**src/rtl/disp_scan_ctrl_pkg.sv**
```systemverilog
// Shared constants and helpers for the 4-digit multiplexed display scanner.
package disp_scan_ctrl_pkg;

  localparam int unsigned NUM_DIGITS = 4;
  localparam int unsigned BCD_MAX    = 9999;
  localparam int unsigned BIN_W      = 14;
  localparam int unsigned BCD_W      = 4 * NUM_DIGITS;

  localparam logic [3:0] SEG_SLOT0 = 4'b1110;
  localparam logic [3:0] SEG_SLOT1 = 4'b1101;
  localparam logic [3:0] SEG_SLOT2 = 4'b1011;
  localparam logic [3:0] SEG_SLOT3 = 4'b0111;
  localparam logic [3:0] SEG_OFF   = 4'b1111;

  typedef enum logic {
    CONV_IDLE,
    CONV_RUN
  } conv_state_e;

  function automatic logic [3:0] seg_for_slot(input logic [1:0] slot);
    case (slot)
      2'd0:    return SEG_SLOT0;
      2'd1:    return SEG_SLOT1;
      2'd2:    return SEG_SLOT2;
      default: return SEG_SLOT3;
    endcase
  endfunction

  // A non-ones slot goes dark when it and every more significant digit are zero.
  function automatic logic slot_blank(input logic [BCD_W-1:0] bcd,
                                      input logic [1:0]       slot);
    logic upper_zero;
    upper_zero = 1'b1;
    for (int unsigned i = 0; i < NUM_DIGITS; i++) begin
      if (i >= 32'(slot) && bcd[4*i +: 4] != 4'd0) upper_zero = 1'b0;
    end
    return (slot != 2'd0) && upper_zero;
  endfunction

endpackage

```
**src/rtl/bin2bcd_seq.sv**
```systemverilog
// Iterative double-dabble converter; result register only updates on completion.
module bin2bcd_seq
  import disp_scan_ctrl_pkg::*;
(
  input  logic             clk,
  input  logic             rst,
  input  logic             start,
  input  logic [BIN_W-1:0] bin,
  output logic             busy,
  output logic             done,
  output logic [BCD_W-1:0] bcd
);

  localparam logic [3:0] LAST_ITER = 4'(BIN_W - 1);

  conv_state_e      state_q;
  logic [BIN_W-1:0] sh_q;
  logic [BCD_W-1:0] acc_q;
  logic [BCD_W-1:0] acc_adj;
  logic [BCD_W-1:0] acc_d;
  logic [3:0]       cnt_q;
  logic             busy_q;
  logic             done_q;
  logic [BCD_W-1:0] bcd_q;

  always_comb begin
    acc_adj = acc_q;
    for (int unsigned i = 0; i < NUM_DIGITS; i++) begin
      if (acc_q[4*i +: 4] >= 4'd5) acc_adj[4*i +: 4] = acc_q[4*i +: 4] + 4'd3;
    end
    acc_d = {acc_adj[BCD_W-2:0], sh_q[BIN_W-1]};
  end

  always_ff @(posedge clk) begin
    if (rst) begin
      state_q <= CONV_IDLE;
      sh_q    <= '0;
      acc_q   <= '0;
      cnt_q   <= '0;
      busy_q  <= 1'b0;
      done_q  <= 1'b0;
      bcd_q   <= '0;
    end else begin
      done_q <= 1'b0;
      case (state_q)
        CONV_IDLE: begin
          if (start) begin
            sh_q    <= bin;
            acc_q   <= '0;
            cnt_q   <= '0;
            busy_q  <= 1'b1;
            state_q <= CONV_RUN;
          end
        end
        CONV_RUN: begin
          sh_q  <= sh_q << 1;
          acc_q <= acc_d;
          cnt_q <= cnt_q + 4'd1;
          // Last iteration commits straight into the visible register.
          if (cnt_q == LAST_ITER) begin
            bcd_q   <= acc_d;
            busy_q  <= 1'b0;
            done_q  <= 1'b1;
            state_q <= CONV_IDLE;
          end
        end
        default: state_q <= CONV_IDLE;
      endcase
    end
  end

  assign busy = busy_q;
  assign done = done_q;
  assign bcd  = bcd_q;

endmodule

```
**src/rtl/disp_scan_ctrl.sv**
```systemverilog
// Captures a binary value, converts it to BCD and time-multiplexes four digit slots.
module disp_scan_ctrl
  import disp_scan_ctrl_pkg::*;
#(
  parameter int unsigned SCAN_DIV = 50000,
  parameter int unsigned BLANK_LZ = 1
) (
  input  logic             clk,
  input  logic             rst,
  input  logic             load,
  input  logic [BIN_W-1:0] value,
  output logic             busy,
  output logic             done,
  output logic             ovf,
  output logic [1:0]       in_scan,
  output logic [3:0]       digit_bcd,
  output logic [3:0]       seg_scan
);

  localparam int unsigned     PRE_W    = $clog2(SCAN_DIV);
  localparam logic [PRE_W-1:0] PRE_LAST = PRE_W'(SCAN_DIV - 1);
  localparam logic [BIN_W-1:0] BIN_MAX  = BIN_W'(BCD_MAX);

  logic             start;
  logic [BIN_W-1:0] clamped;
  logic             conv_busy;
  logic [BCD_W-1:0] disp_bcd;

  logic [PRE_W-1:0] pre_q;
  logic             pre_wrap;
  logic [1:0]       slot_q;
  logic [1:0]       slot_d;
  logic [3:0]       digit_q;
  logic [3:0]       digit_d;
  logic [3:0]       seg_q;
  logic [3:0]       seg_d;
  logic             ovf_q;

  assign start   = load && !conv_busy;
  assign clamped = (value > BIN_MAX) ? BIN_MAX : value;

  bin2bcd_seq u_conv (
    .clk   (clk),
    .rst   (rst),
    .start (start),
    .bin   (clamped),
    .busy  (conv_busy),
    .done  (done),
    .bcd   (disp_bcd)
  );

  // Digit and enable are derived from the next slot so all three outputs move together.
  always_comb begin
    pre_wrap = (pre_q == PRE_LAST);
    slot_d   = pre_wrap ? slot_q + 2'd1 : slot_q;
    digit_d  = disp_bcd[{slot_d, 2'b00} +: 4];
    seg_d    = seg_for_slot(slot_d);
    if (BLANK_LZ != 0 && slot_blank(disp_bcd, slot_d)) seg_d = SEG_OFF;
  end

  always_ff @(posedge clk) begin
    if (rst) begin
      pre_q   <= '0;
      slot_q  <= '0;
      digit_q <= '0;
      seg_q   <= SEG_SLOT0;
      ovf_q   <= 1'b0;
    end else begin
      pre_q   <= pre_wrap ? '0 : pre_q + PRE_W'(1);
      slot_q  <= slot_d;
      digit_q <= digit_d;
      seg_q   <= seg_d;
      if (start) ovf_q <= (value > BIN_MAX);
    end
  end

  assign busy      = conv_busy;
  assign ovf       = ovf_q;
  assign in_scan   = slot_q;
  assign digit_bcd = digit_q;
  assign seg_scan  = seg_q;

endmodule

```
**config.mk**
```make
export PLATFORM = sky130hd
export DESIGN_NAME = disp_scan_ctrl
export DESIGN_NICKNAME = d
export VERILOG_FILES = /design/src/rtl/disp_scan_ctrl_pkg.sv /design/src/rtl/bin2bcd_seq.sv /design/src/rtl/disp_scan_ctrl.sv
export SDC_FILE = /design/constraint.sdc
export NUM_CORES = 1
export LEC_CHECK = 0
export CELL_PAD_IN_SITES_DETAIL_PLACEMENT = 1
export CELL_PAD_IN_SITES_GLOBAL_PLACEMENT = 1
export CORE_ASPECT_RATIO = 0.7
export CORE_UTILIZATION = 44
export DETAILED_ROUTE_END_ITERATION = 12
export HOLD_SLACK_MARGIN = 0.05
export PLACE_DENSITY_LB_ADDON = 0.08
export SLEW_MARGIN = 20
export SYNTH_ARGS = -nofsm -noshare
export SYNTH_HDL_FRONTEND = slang
export SYNTH_SLANG_ARGS = --single-unit
```
**constraint.sdc**
```tcl
create_clock -name clk -period 2.5 [get_ports clk]
set_input_delay 0.5 -clock clk [delete_from_list [all_inputs] [get_ports clk]]
set_output_delay 0.5 -clock clk [all_outputs]
set_load 0.1 [all_outputs]
```
After elaboration in Yosys (flattened, before gate mapping)
Cells that the tools add are included.

storage, ports and cells
  register bits = 80
  bits in latches = 0
  memory bits (writable) = 0
  bits in read-only memories = 0
  input bits = 17
  output and inout bits = 13
  word-level logic and storage cells = 78
  memories kept = 0

cells by class
  add/subtract/negate cells = 7
  $mul = 0
  divide/modulo/power cells = 0
  $lt $le $gt $ge = 8
  equal/unequal tests = 6
  shift operators = 1
  muxes and demuxes = 25
  bitwise gates (word level) = 1
  reduce and logical (&&, ||, !) cells = 17

operators by type and width
  kind                                                                                  number
  16-bit one-hot mux with 2 select lines                                                1
  14-bit two-way mux                                                                    2
  14-bit one-hot mux with 2 select lines                                                1
  16-bit by 1-bit adder with 16-bit output (second input constant)                      1
  16-bit == test (second input constant)                                                1
  4-bit by 3-bit greater-or-equal comparator with 1-bit output (second input constant)  4
  16-bit two-way mux                                                                    1
  4-bit two-way mux                                                                     4
  4-bit nonzero test                                                                    4
  16-bit by 5-bit variable part select with 4-bit output                                1
  14-bit > comparator (second input constant)                                           1
  4-bit by 2-bit adder with 4-bit output (second input constant)                        3
  4-bit one-hot mux with 3 select lines                                                 1
  1-bit two-way mux                                                                     10
  4-bit one-hot mux with 2 select lines                                                 1
  2-bit OR reduction                                                                    3
  1-bit logical AND                                                                     5
  4-bit by 1-bit adder with 4-bit output (second input constant)                        1
  4-bit == test (second input constant)                                                 1
  1-bit by 2-bit greater-or-equal comparator with 1-bit output (first input constant)   2
  2-bit inequality test (second input constant)                                         2
  1-bit one-hot mux with 2 select lines                                                 2
  2-bit AND reduction                                                                   2
  3-bit by 2-bit adder with 3-bit output (second input constant)                        1
  other kinds (10)                                                                      10

Logic depth before layout (Yosys ltp)
Gate-level depths: netlist of run 1.

  word-level depth = 10
  mapped depth = 7
  mapped depth without buffers = 7

Modules after synthesis
Synthesis of run 1 repeated with hierarchy kept, for this count alone.

second synthesis, totals
  cells, all modules = 422
  area total of the unflattened synthesis = 3729.8 sq um

modules (own cells, without submodules)
  module          times used  cells each  area each (sq um)  sequential area each (sq um)
  bin2bcd_seq     1           262         2352.3             1061.0
  disp_scan_ctrl  1           160         1377.6             540.5

Least setup slack after synthesis of run 1
No wires, ideal clock.

  path kind = register to register
  start = register slot_q[1] (netlist: in_scan[1])
  end = register digit_q[0] (netlist: digit_bcd[0])
  setup time = 0.077 ns
  data arrival time = 1.974 ns
  data required time = 2.423 ns
  path slack = 0.449 ns
  cell stages (with the launch flop) = 6
  buffers on the path = 1
  clock period less this slack = 2.051 ns
  cell sequence = dfxtp_1 > clkbuf_1 > nand2_1 > mux2i_1 > nand2_1 > a41oi_2

on the way
  cells in the longest elaborated chain, start to end = 3

ends and longest elaborated chain
  element                                                     line                  source
  from (decl)                                                 disp_scan_ctrl.sv:31  logic [1:0] slot_q;
  from (signal assigned)                                      disp_scan_ctrl.sv:70  slot_q <= slot_d;
  2-bit by 1-bit adder with 2-bit output                      disp_scan_ctrl.sv:55  slot_d = pre_wrap ? slot_q + 2'd1 : slot_q;
  2-bit two-way mux (*)                                       disp_scan_ctrl.sv:55
  16-bit by 5-bit variable part select with 4-bit output (*)  disp_scan_ctrl.sv:56  digit_d = disp_bcd[{slot_d, 2'b00} +: 4];
  to (signal assigned)                                        disp_scan_ctrl.sv:71  digit_q <= digit_d;
  to (decl)                                                   disp_scan_ctrl.sv:33  logic [3:0] digit_q;

Every way passes the cells marked *; elsewhere a longest branch is shown, timed or not.
A chain may end at the register's enable or synchronous reset.

Final worst setup path of run 1
  start = register pre_q[7]
  end = register seg_q[3] (netlist: seg_scan[3])

on the way
  cells in the longest elaborated chain, start to end = 10
  elaborated cells on any way between the ends = 19
  those cells by class = order compare (3); eq/ne (3); mux (6); reduce/logical (7)

ends and longest elaborated chain
  element                                                       line                      source
  from (decl)                                                   disp_scan_ctrl.sv:29      logic [PRE_W-1:0] pre_q;
  from (signal assigned)                                        disp_scan_ctrl.sv:69      pre_q <= pre_wrap ? '0 : pre_q + PRE_W'(1);
  16-bit == test (*)                                            disp_scan_ctrl.sv:54      pre_wrap = (pre_q == PRE_LAST);
  2-bit two-way mux (*)                                         disp_scan_ctrl.sv:55
  1-bit by 2-bit greater-or-equal comparator with 1-bit output  disp_scan_ctrl_pkg.sv:35  if (i >= 32'(slot) && bcd[4*i +: 4] != 4'd0) upper_zero = 1'b0;
  1-bit logical AND                                             disp_scan_ctrl_pkg.sv:35
  1-bit two-way mux (4 in series)                               disp_scan_ctrl_pkg.sv:35
  1-bit logical AND                                             disp_scan_ctrl_pkg.sv:37  return (slot != 2'd0) && upper_zero;
  2-bit OR reduction (no line)                                  --
  to (signal assigned)                                          disp_scan_ctrl.sv:72      seg_q <= seg_d;
  to (decl)                                                     disp_scan_ctrl.sv:35      logic [3:0] seg_q;

Marked as above.

==> results of run 1 <==
[cell families after synthesis]
logic type	count (synthesis)	synth area share [%]
and+or+nand+nor	184	24.48
AOI/OAI and AO/OA	85	15.99
DFF	80	44.02
buffers and inverters	37	4.057
xor gates and xnor gates	19	4.780
adders and majority gates	11	3.783
muxes	10	2.889
[worst min-delay path by stage]
stage	from	end	slack [ns]	depth (start not counted)
floorplan	pre_q[0]	pre_q[0]	0.43	1
global placement	u_conv.sh_q[7]	u_conv.sh_q[7]	0.45	2
detailed placement	u_conv.sh_q[8]	u_conv.sh_q[9]	0.45	2
CTS	u_conv.sh_q[8]	u_conv.sh_q[9]	0.46	2
global route	u_conv.sh_q[8]	u_conv.sh_q[9]	0.47	2
finish	u_conv.sh_q[8]	u_conv.sh_q[9]	0.46	2
[critical path: stages, from the launching register on]
cell	delay, ns
dfxtp_1	0.35
or4b_4	0.57
nor4_4	0.35
buf_4	0.26
xor2_2	0.29
and2b_2	0.22
nand3_2	0.07
[area by class of cell]
class | count | area (um^2) | share of cell area, %
repair buffers | 40 | 335.3 | 7.788
flip-flops and latches | 80 | 1602 | 37.20
well taps | 101 | 126.4 | 2.935
clock buffers | 13 | 260.3 | 6.045
clock inverters | 3 | 40.04 | 0.9300
multi-input cells | 309 | 1889 | 43.88
inverters | 14 | 52.55 | 1.221
[per-layer routing]
| metal | GRT usage [%] | part of all wire, % | vias up |
|---|---|---|---|
| met5 | 0 | 0 | - |
| met4 | 5.733 | 1.4 | 0 |
| met3 | 6.718 | 3.2 | 12 |
| met2 | 36.09 | 46 | 38 |
| met1 | 29.91 | 50 | 1590 |
| li1 | - | - | 1539 |
[sequential cells by signal, indices dropped and copies added (netlist names)]
signal and count:
ovf 1, u_conv.cnt_q 4, u_conv.busy 1, pre_q 16, in_scan 2, u_conv.bcd 16
digit_bcd 4, u_conv.sh_q 14, u_conv.acc_q 16, u_conv.done 1, seg_scan 4, u_conv.state_q 1
[cell usage after synthesis (2+ instances only)]
master    count
a211oi_1      5
a21oi_1      35
a22oi_1      13
a311oi_1      4
a31oi_1       2
a41oi_2       4
and3_1        2
buf_4         2
clkbuf_1     20
dfxtp_1      80
ha_1         11
inv_1        13
mux2_2        4
mux2i_1       6
nand2_1      59
nand2b_1      6
nand3_1      11
nand3b_1      5
nand4_1       6
nor2_1       57
nor2b_1       5
nor3_1       11
nor3b_1       6
nor4_1        4
o21ai_0      11
o221ai_1      6
or2_2         3
or4_1         2
xnor2_1      12
xor2_1        6
[power breakdown]
group	internal [uW]	switching, uW	total [uW]
registers	1310	25.6	1330
clock network	825	498	1320
logic	79.3	130	209
[through the flow]
step / cell area, um^2 / setup slack, ns
2_1_floorplan: 3638 / 0.4486
3_3_place_gp: 4005 / 0.2628
3_5_place_dp: 4005 / 0.1381
4_1_cts: 4305 / 0.2736
5_1_grt: 4305 / 0.1479
6_report: 4305 / 0.2552
==> out/qor.json, run 1 <==
{
  "layout": {
    "mostFrequentLayoutCell": "dfxtp_1",
    "final_standard_cell_utilization_of_the_core_pct": 54.23,
    "insertedDiodeCount": 0,
    "finalNetCount": 482,
    "area_growth_pct": 18.33,
    "total_of_fill_cells_in_the_finished_design": 938,
    "post_layout_nonfiller_instances": 560,
    "layout.cells.most_common_list": "dfxtp_1, nand2_1, nor2_1",
    "drive_gt1_share_pct": 12.20
  },
  "sta": {
    "finalWorstPathRequiredPeriod_ns": 2.245,
    "fin_tns_setup_ns": 0,
    "timing.final.setup_violations": 0,
    "min_period_over_period_pct": 89.79,
    "worst_clock_skew_ns": 0.007163,
    "report.final.slew_viol_count": 0,
    "hold_violations": 0,
    "grt_setup_unrepaired": "false",
    "worst_slew_margin_rel_pct": 59.61,
    "holdWs_ns": 0.4568,
    "max_freq_mhz": 445.5,
    "worst_slew_pin_slew_ns": 0.6040
  },
  "grt": {
    "grt-ovfl-total": 0,
    "gr-usage-all-layers_pct": 22.56,
    "grt_pass1_wl_um": 15350,
    "grt_antenna_before_repair": 0,
    "pin_count_of_the_biggest_net_entering_global_routing": 28,
    "first_global_vias": 3079
  },
  "setup_path": {
    "regToRegSetupSlack_ns": 0.26,
    "critical_path.startpoint_type": "flip-flop",
    "timing.critical_path.fanout_max": 13,
    "rr_startpoint": "pre_q[7]",
    "cp-startpoint": "pre_q[7]",
    "rr_worst_depth": 6,
    "worst-setup-path-type": "reg2reg",
    "r2r_end": "seg_scan[3]",
    "worst-endpoint-arrival_ns": 2.45,
    "setup.worst_path.end": "seg_scan[3]",
    "worst_setup_path_end_kind": "flip-flop",
    "required_ns": 2.71
  },
  "route": {
    "detail_route.wirelength_um": 9093,
    "drtIter0Drc": 94,
    "via_count": 3179,
    "first_pass_iters": 4,
    "drcViolationCount": 0,
    "vias_per_cell": 5.677,
    "drt.antenna.violating_nets": 0,
    "route.detailed.wl_per_inst_um": 16.24
  },
  "place": {
    "place_inst": 544,
    "dp_hpwl_um": 6251,
    "port-buffer-count": 29,
    "gp_routability_congestion": 0.7391
  },
  "synth": {
    "post_synth_main_area_contributors": "dfxtp_1, nand2_1, nor2_1",
    "synth_sequential_area_ratio_pct": 44.02,
    "yosys.cell_types.count": 45,
    "syn-cell-area_um2": 3638,
    "synth_top_area_share_pct": 44.02,
    "ys_dominant_reg_cell": "dfxtp_1",
    "mappedNetlistNets": 454,
    "synthesis.instances": 426,
    "synth_async_sr_flop_share_pct": 0,
    "yosys_warns": 0,
    "synth_area_per_cell_um2": 8.541,
    "ys_seq_elements": 80,
    "synth_largest_area_cell": "dfxtp_1",
    "synth_edf_count": 0
  },
  "floorplanning": {
    "die_area_um2": 8643,
    "die_h_um": 78.08,
    "placeableCoreArea_um2": 7939,
    "effective_utilization_at_floorplan_pct": 45.83,
    "die_w_um": 110.7,
    "boundaryPins": 30,
    "std_cell_rows": 27
  },
  "pwr": {
    "totalPowerFinal_uw": 2863,
    "ir_worst_vdd_mv": 0.4316,
    "power_leakage_uw": 0.001552,
    "power_density_normalized_to_cell_area_nw_per_um2": 665.0
  },
  "job": {
    "drv.max_cap_violation_count": 0
  },
  "clock_network": {
    "insertion_delay_ns": 0.34,
    "cts.clk_slew.worst_paths_ns": 0.06,
    "cts_root_buffer": "clkbuf_16",
    "postCtsSetupBuffers": 0,
    "cts_inserted_buffers": 9,
    "tritoncts": "done",
    "cts_hold_buffers": 0,
    "cts.sinks": 80,
    "post_cts_resize_count": 0,
    "htree_num_levels": 3,
    "clk_path_buf_depth": 2
  },
  "worst_hold_path": {
    "timing.hold.worst.class": "reg2reg"
  },
  "outcome": {
    "run_status": "complete, no violations"
  }
}
Note: power is estimated with default switching activity, not from simulation.
==> run 2: changes to the inputs <==
- CTS_CLUSTER_DIAMETER: unset -> 40
==> results of run 2 <==
Final layout, timing and power as in run 1 (identical DEF).
